<file path="config.mk">
export PLATFORM = sky130hd
export DESIGN_NAME = ram_port_arbiter
export DESIGN_NICKNAME = d
export VERILOG_FILES = /design/src/rtl/ram_port_arbiter.sv
export SDC_FILE = /design/constraint.sdc
export NUM_CORES = 1
export LEC_CHECK = 0
export BUFFER_PORTS_ARGS = -buffer_cell sky130_fd_sc_hd__buf_2
export CAP_MARGIN = 20
export CORE_MARGIN = 4
export CORE_UTILIZATION = 40
export DETAILED_ROUTE_END_ITERATION = 8
export GPL_TIMING_DRIVEN = 0
export PLACE_DENSITY_LB_ADDON = 0.1
export REMOVE_ABC_BUFFERS = 1
export SLEW_MARGIN = 5
export SYNTH_ARGS = -nofsm -noshare
export SYNTH_HDL_FRONTEND = slang
export SYNTH_SLANG_ARGS = --single-unit
</file>
<file path="constraint.sdc">
create_clock -name sys_clk -period 3.1 [get_ports sys_clk]
set_input_delay 0.155 -clock sys_clk [delete_from_list [all_inputs] [get_ports sys_clk]]
set_output_delay 0.155 -clock sys_clk [all_outputs]
set_load 0.03 [all_outputs]
</file>
<file path="src/rtl/ram_port_arbiter.sv">
// Round-robin arbiter sharing one single-port block RAM between the UART loader (0),
// cipher core (1) and UART dumper (2), with bounded ownership bursts and read-return tagging.
module ram_port_arbiter #(
    parameter int unsigned AW        = 15,
    parameter int unsigned DW        = 8,
    parameter int unsigned RD_LAT    = 1,
    parameter int unsigned MAX_BURST = 16
) (
    input  logic            sys_clk,
    input  logic            sys_rst,
    input  logic [2:0]      req,
    input  logic [2:0]      we_i,
    input  logic [3*AW-1:0] addr_i,
    input  logic [3*DW-1:0] wdata_i,
    output logic [2:0]      gnt,
    output logic [2:0]      rvalid,
    output logic [DW-1:0]   rdata,
    output logic            ram_en,
    output logic            ram_we,
    output logic [AW-1:0]   ram_addr,
    output logic [DW-1:0]   ram_din,
    input  logic [DW-1:0]   ram_dout
);

    localparam int unsigned BW = $clog2(MAX_BURST + 1);

    typedef enum logic {ST_ARB, ST_OWN} state_t;

    state_t        r_state;
    logic [1:0]    r_owner;
    logic [1:0]    r_rr;
    logic [BW-1:0] r_burst;
    logic [RD_LAT:0] r_pv;
    logic [1:0]    r_pid [RD_LAT+1];

    logic          w_req_own;
    logic          w_we;
    logic          w_grant;
    logic [1:0]    w_c1;
    logic [1:0]    w_c2;
    logic [1:0]    w_pick;
    logic [1:0]    w_next_rr;
    logic [AW-1:0] w_addr;
    logic [DW-1:0] w_wdata;

    function automatic logic [1:0] mod3_inc(input logic [1:0] a);
        return (a == 2'd2) ? 2'd0 : a + 2'd1;
    endfunction

    function automatic logic bit_of(input logic [2:0] v, input logic [1:0] i);
        case (i)
            2'd0:    return v[0];
            2'd1:    return v[1];
            default: return v[2];
        endcase
    endfunction

    // First requester at or after the round-robin pointer, wrapping modulo 3.
    always_comb begin
        w_c1   = mod3_inc(r_rr);
        w_c2   = mod3_inc(w_c1);
        w_pick = w_c2;
        if (bit_of(req, r_rr)) begin
            w_pick = r_rr;
        end else if (bit_of(req, w_c1)) begin
            w_pick = w_c1;
        end
    end

    always_comb begin
        w_req_own = bit_of(req, r_owner);
        w_we      = bit_of(we_i, r_owner);
        w_grant   = (r_state == ST_OWN) && w_req_own;
        w_next_rr = mod3_inc(r_owner);
        gnt       = '0;
        case (r_owner)
            2'd0:    begin w_addr = addr_i[0 +: AW];    w_wdata = wdata_i[0 +: DW];    end
            2'd1:    begin w_addr = addr_i[AW +: AW];   w_wdata = wdata_i[DW +: DW];   end
            default: begin w_addr = addr_i[2*AW +: AW]; w_wdata = wdata_i[2*DW +: DW]; end
        endcase
        if (w_grant) begin
            case (r_owner)
                2'd0:    gnt = 3'b001;
                2'd1:    gnt = 3'b010;
                default: gnt = 3'b100;
            endcase
        end
    end

    // Read returns are tagged by the id travelling down the pipeline.
    always_comb begin
        rvalid = '0;
        if (r_pv[RD_LAT]) begin
            case (r_pid[RD_LAT])
                2'd0:    rvalid = 3'b001;
                2'd1:    rvalid = 3'b010;
                default: rvalid = 3'b100;
            endcase
        end
    end

    assign rdata = ram_dout;

    always_ff @(posedge sys_clk) begin
        if (sys_rst) begin
            r_state  <= ST_ARB;
            r_owner  <= '0;
            r_rr     <= '0;
            r_burst  <= '0;
            ram_en   <= 1'b0;
            ram_we   <= 1'b0;
            ram_addr <= '0;
            ram_din  <= '0;
            r_pv     <= '0;
            for (int i = 0; i <= int'(RD_LAT); i++) begin
                r_pid[i] <= '0;
            end
        end else begin
            ram_en   <= w_grant;
            ram_we   <= w_grant & w_we;
            if (w_grant) begin
                ram_addr <= w_addr;
                ram_din  <= w_wdata;
            end
            r_pv[0]  <= w_grant & ~w_we;
            r_pid[0] <= r_owner;
            for (int i = 1; i <= int'(RD_LAT); i++) begin
                r_pv[i]  <= r_pv[i-1];
                r_pid[i] <= r_pid[i-1];
            end
            case (r_state)
                ST_ARB: begin
                    if (|req) begin
                        r_owner <= w_pick;
                        r_burst <= '0;
                        r_state <= ST_OWN;
                    end
                end
                default: begin
                    if (!w_req_own) begin
                        r_state <= ST_ARB;
                        r_rr    <= w_next_rr;
                    end else begin
                        r_burst <= r_burst + BW'(1);
                        // Grant that completes the burst also releases ownership.
                        if (r_burst == BW'(MAX_BURST - 1)) begin
                            r_state <= ST_ARB;
                            r_rr    <= w_next_rr;
                        end
                    end
                end
            endcase
        end
    end

endmodule

</file>
* Yosys cells after proc, flatten, opt, wreduce, memory -nomap -nowiden
Memories as Yosys holds them, arrays and structs flattened. Index checks and enable logic that the tools add are counted.
Cells by class: reduce and logical (&&, ||, !) cells 10, add/sub/neg operators 4, eq/ne operators 10, muxes and demuxes 30, bitwise operators 6
Operators with widths (number):
- 15-bit one-hot mux with 2 select lines | 1
- 2-bit two-way mux | 9
- 8-bit one-hot mux with 2 select lines | 1
- 5-bit two-way mux | 3
- 3-bit one-hot mux with 2 select lines | 2
- 2-bit by 1-bit == test with 1-bit output (second input constant) | 4
- 2-bit zero test | 4
- 1-bit two-way mux | 8
- 1-bit one-hot mux with 2 select lines | 4
- 2-bit by 1-bit adder with 2-bit output (second input constant) | 3
- 2-bit == test (second input constant) | 3
- 3-bit two-way mux | 2
- 2-bit AND reduction | 3
- 5-bit by 1-bit adder with 5-bit output (second input constant) | 1
- 5-bit by 4-bit == test with 1-bit output (second input constant) | 1
- 2-bit by 1-bit != test with 1-bit output (second input constant) | 2
- 3-bit OR reduction | 1
- 1-bit AND | 2
- 1-bit inverter | 2
- 1-bit bitwise OR | 2
- 2-bit nonzero test | 1
- 1-bit logical AND | 1
Storage, ports and cells: bits in writable memories 4, bits of input ports 85, logic and storage cells 70, bits in registers 37, memories 1
Memory list:
- r_pid | words 2, bits a word 2, rd ports 2, clocked after memory_dff 0, write ports 2, line 34 | logic [1:0] r_pid [RD_LAT+1];

* Longest topological paths before layout
depth in word-level cells 7, depth in mapped cells 7, mapped depth without buffers 7

* Worst setup path before layout
OpenSTA, ideal clock, no wires.
kind register -> output, start point register r_owner[0], end point output gnt[0], data arrival time 1.499 ns, stages on the path, launching flop included 5, path slack 1.446 ns, required time 2.945 ns, path buffers 1, cell sequence dfxtp_1 -> mux2_4 -> o211ai_4 -> buf_4 -> nor3_1
On the way: word-level cells in the longest chain between the ends 4, elaborated cells between the ends (all ways) 6, those cells by class eq/ne (1); mux (3); reduce/logical (2)
Ends and longest elaborated chain:
- start: declaration | line 30 | logic [1:0] r_owner;
- start signal: assignment | line 134 | r_owner <= w_pick;
- 2-bit by 1-bit == test with 1-bit output / 2-bit zero test (equally long branches) | line 51, 82
- 1-bit one-hot mux with 2 select lines | line 51 | case (i)
- 1-bit logical AND | line 73 | w_grant = (r_state == ST_OWN) && w_req_own;
- 3-bit two-way mux * | line 81 | if (w_grant) begin
- end: declaration | line 15 | output logic [2:0] gnt,
Mark *: on every way between the ends. The rest lies on a longest branch, timed or not.

* Worst setup path in the final report
Ends and elaborated chain as after synthesis.

==> results.md <==
- Clock buffer depth: 2
- Final setup vio count: 0
- Total Wirelength: 4.92 mm
- Synth top area share: about two fifths
- # Max-Cap Violations: 0
- Fill cells: 510
- Starting Density: 41.6%
- VDD IR max: 0.000256 V
- RSZ-0062 raised after global routing: false
- Leading area contributor after synthesis: dfxtp_1
- Synth Register Bits: about 40
- Setup crit end kind: primary output
- Largest net degree at the start of global routing: 54
- Layout cells sized above 1: 36.5%
- Routed via count: 1,972
- Power per cell area: 515 nW/um2
- Number of port buffers: 107
- Status: completed
- Final Max Slew Viols: 0
- Placer Congestion: 0.713
- Total GRT Usage: 15.6%
- Initial antenna violation count: 0
- Vias per inst: 4.88
- Cells after Synth: 241
- Period utilization: around nine tenths
- Slew @ Worst Pin: ~900 ps
- Register area share after synthesis: a little under two fifths
- Initial DRC count: slightly below 60
- Final Critical Period: 2800 ps
- Top-count cell post-synth: mux2i_1
- DRC: 0
- First-pass detailed-route iteration total: 4
- Area of the multi-input gates: ~1200 um2
- Detailed Place HPWL: 3.61 mm
- Largest delay contributor family on the critical path: flip-flops
- Peak Freq: 0.358 GHz
- # resized after CTS: 0
- CTS clk-pin slew, worst paths: approximately 80 ps
- Global-route wire length before repair: 8.14 mm
- Core area: 5140 um2
- CTS tree: yes
- Reg area: 823 um2
- Post-synthesis cell type count: 36
- Critical Path AT: roughly 2600 ps
- Placed cell areas: roughly 2700 um2
- DRT antenna net count: 0
- CP max stage cell: dfxtp_2
- Cell Area, Synth: ~2100 um2
- Number of failing hold endpoints at the final stage: 0
- Buf/Inv on CP: 2
- CP startpoint kind: register
- Setup bufs post-CTS: 0
- Final instance area: 2790 um2
- Area growth syn-to-layout: 30.7%
- Clock sinks: between 40 and 50
- Synth warn: 0
- Gr ovfl total: 0
- Post-synth EDFFs: 0
- Io pins: 124
- Clock skew: ~5.8 ps
- Die Y: 81.1 um
- Ys async rst share: 0%
- Total Nets Final: 420
- Min-delay worst type: in -> reg
- Floorplan row count: 26
- H-tree depth: 2
- Critical path type: reg -> out
- Cts bufs inserted: 5
- Hold Slack: 167 ps
- Number of hold buffers added after CTS: 0
- Ys flop type: dfxtp_1
- Slew HR: 40.8%
- CP Max Fanout: 30
- Finished Core Util: 54.4%
- Syn avg cell area: 8.87 um2
- Vias in the first global route: 1,931
- CP max stage delay: 920 ps
- Die area: 6580 um2
- Clk Latency, worst-skew pair: 280 ps
- Number of antenna diodes: 0
- Die extent in x: 81.1 um
- Worst EP required: 2940 ps
- Setup_tns: 0 ps
- Leakage Power: about 1.4 nW
- Post-synth top cells: 49 x mux2i_1, 41 x dfxtp_1, 27 x nor2_1
- Drt wl/cell: 12.2 um
- Dominant cells by area after synthesis: dfxtp_1 38%, mux2i_1 23%, o21ai_0 5.9%
- Critical Path, Cell by Cell: mux2_4 -> o211ai_4 -> buf_12 -> nor3_1 -> buf_2
- Root Driver: clkbuf_8
cell type report:
type,instances,area share [%]
multi-input combinational,173,41.6
sequential,41,29.5
timing repair buffer,109,20.6
tap,70,3.13
clock buffer,5,2.46
clock inverter,3,2.33
inverter,3,0.403
final timing paths:
kind	from	end	slack, ps	cells past startpoint
worst max-delay path	r_owner[0]$_SDFFE_PP0P_	gnt[0]	300	5
worst min-delay path	we_i[2]	ram_we$_SDFF_PP0_	170	3
worst max register to register	r_owner[0]$_SDFFE_PP0P_	ram_din[0]$_SDFFE_PP0P_	610	5
worst min register to register	r_pid[0][0]$_SDFF_PP0_	r_pid[0][2]$_SDFF_PP0_	440	1
through the flow:
step / power [mW] / instances / setup slack [ps]
2_1_floorplan: 0.830 / 217 / 300
3_3_place_gp: 0.951 / 394 / -317
3_5_place_dp: 0.962 / 396 / 566
4_1_cts: 1.46 / 404 / 230
5_1_grt: 1.52 / 404 / 127
6_report: 1.44 / 404 / 304
metal layers:
metal,up-vias,GRT usage [%],routed length [um]
met4,0,5.41,55
li1,1006,-,-
met1,880,17.7,2110
met2,79,26.6,2290
met5,-,0,0
met3,7,5.99,470
cells in the final DEF (no fill, tap or decap), drive strengths merged, types with 4 or more instances in the layout:
master,instances
buf,109
clkbuf,5
dfxtp,41
mux2i,49
nand2,23
nand3,4
nor2,27
nor2b,9
nor3,5
o21ai,26
cell families (layout without fill, tap and decap cells):
logic type / after synthesis / count (layout) / share of synthesized area [%]
simple gates: 80 / 80 / 17.3
mux: 50 / 50 / 23.6
flops: 41 / 41 / 38.4
compound gates: 40 / 40 / 11.9
buf+inv: 27 / 120 / 7.26
fa+ha+maj: 2 / 2 / 1.17
xor+xnor: 1 / 1 / 0.410
flip-flops by register name (all words and copies together) (netlist names):
name      cells
r_owner       2
r_state       1
r_pv          2
ram_addr     15
r_pid         4
r_rr          2
ram_en        1
ram_din       8
r_burst       5
ram_we        1
worst reg2reg max path, cell delays in order (launching register included):
cell,delay [ps]
dfxtp_2,920
mux2_4,390
o211ai_4,510
buf_12,260
mux2i_1,220
nor2_1,60
report_power, final:
group	total, mW	switching (mW)	leakage, nW	internal [mW]
clock	0.494	0.174	0.0681	0.320
sequential	0.605	0.0391	0.335	0.566
combinational	0.340	0.187	0.981	0.152
No activity file was read; power rests on OpenSTA's default activity.
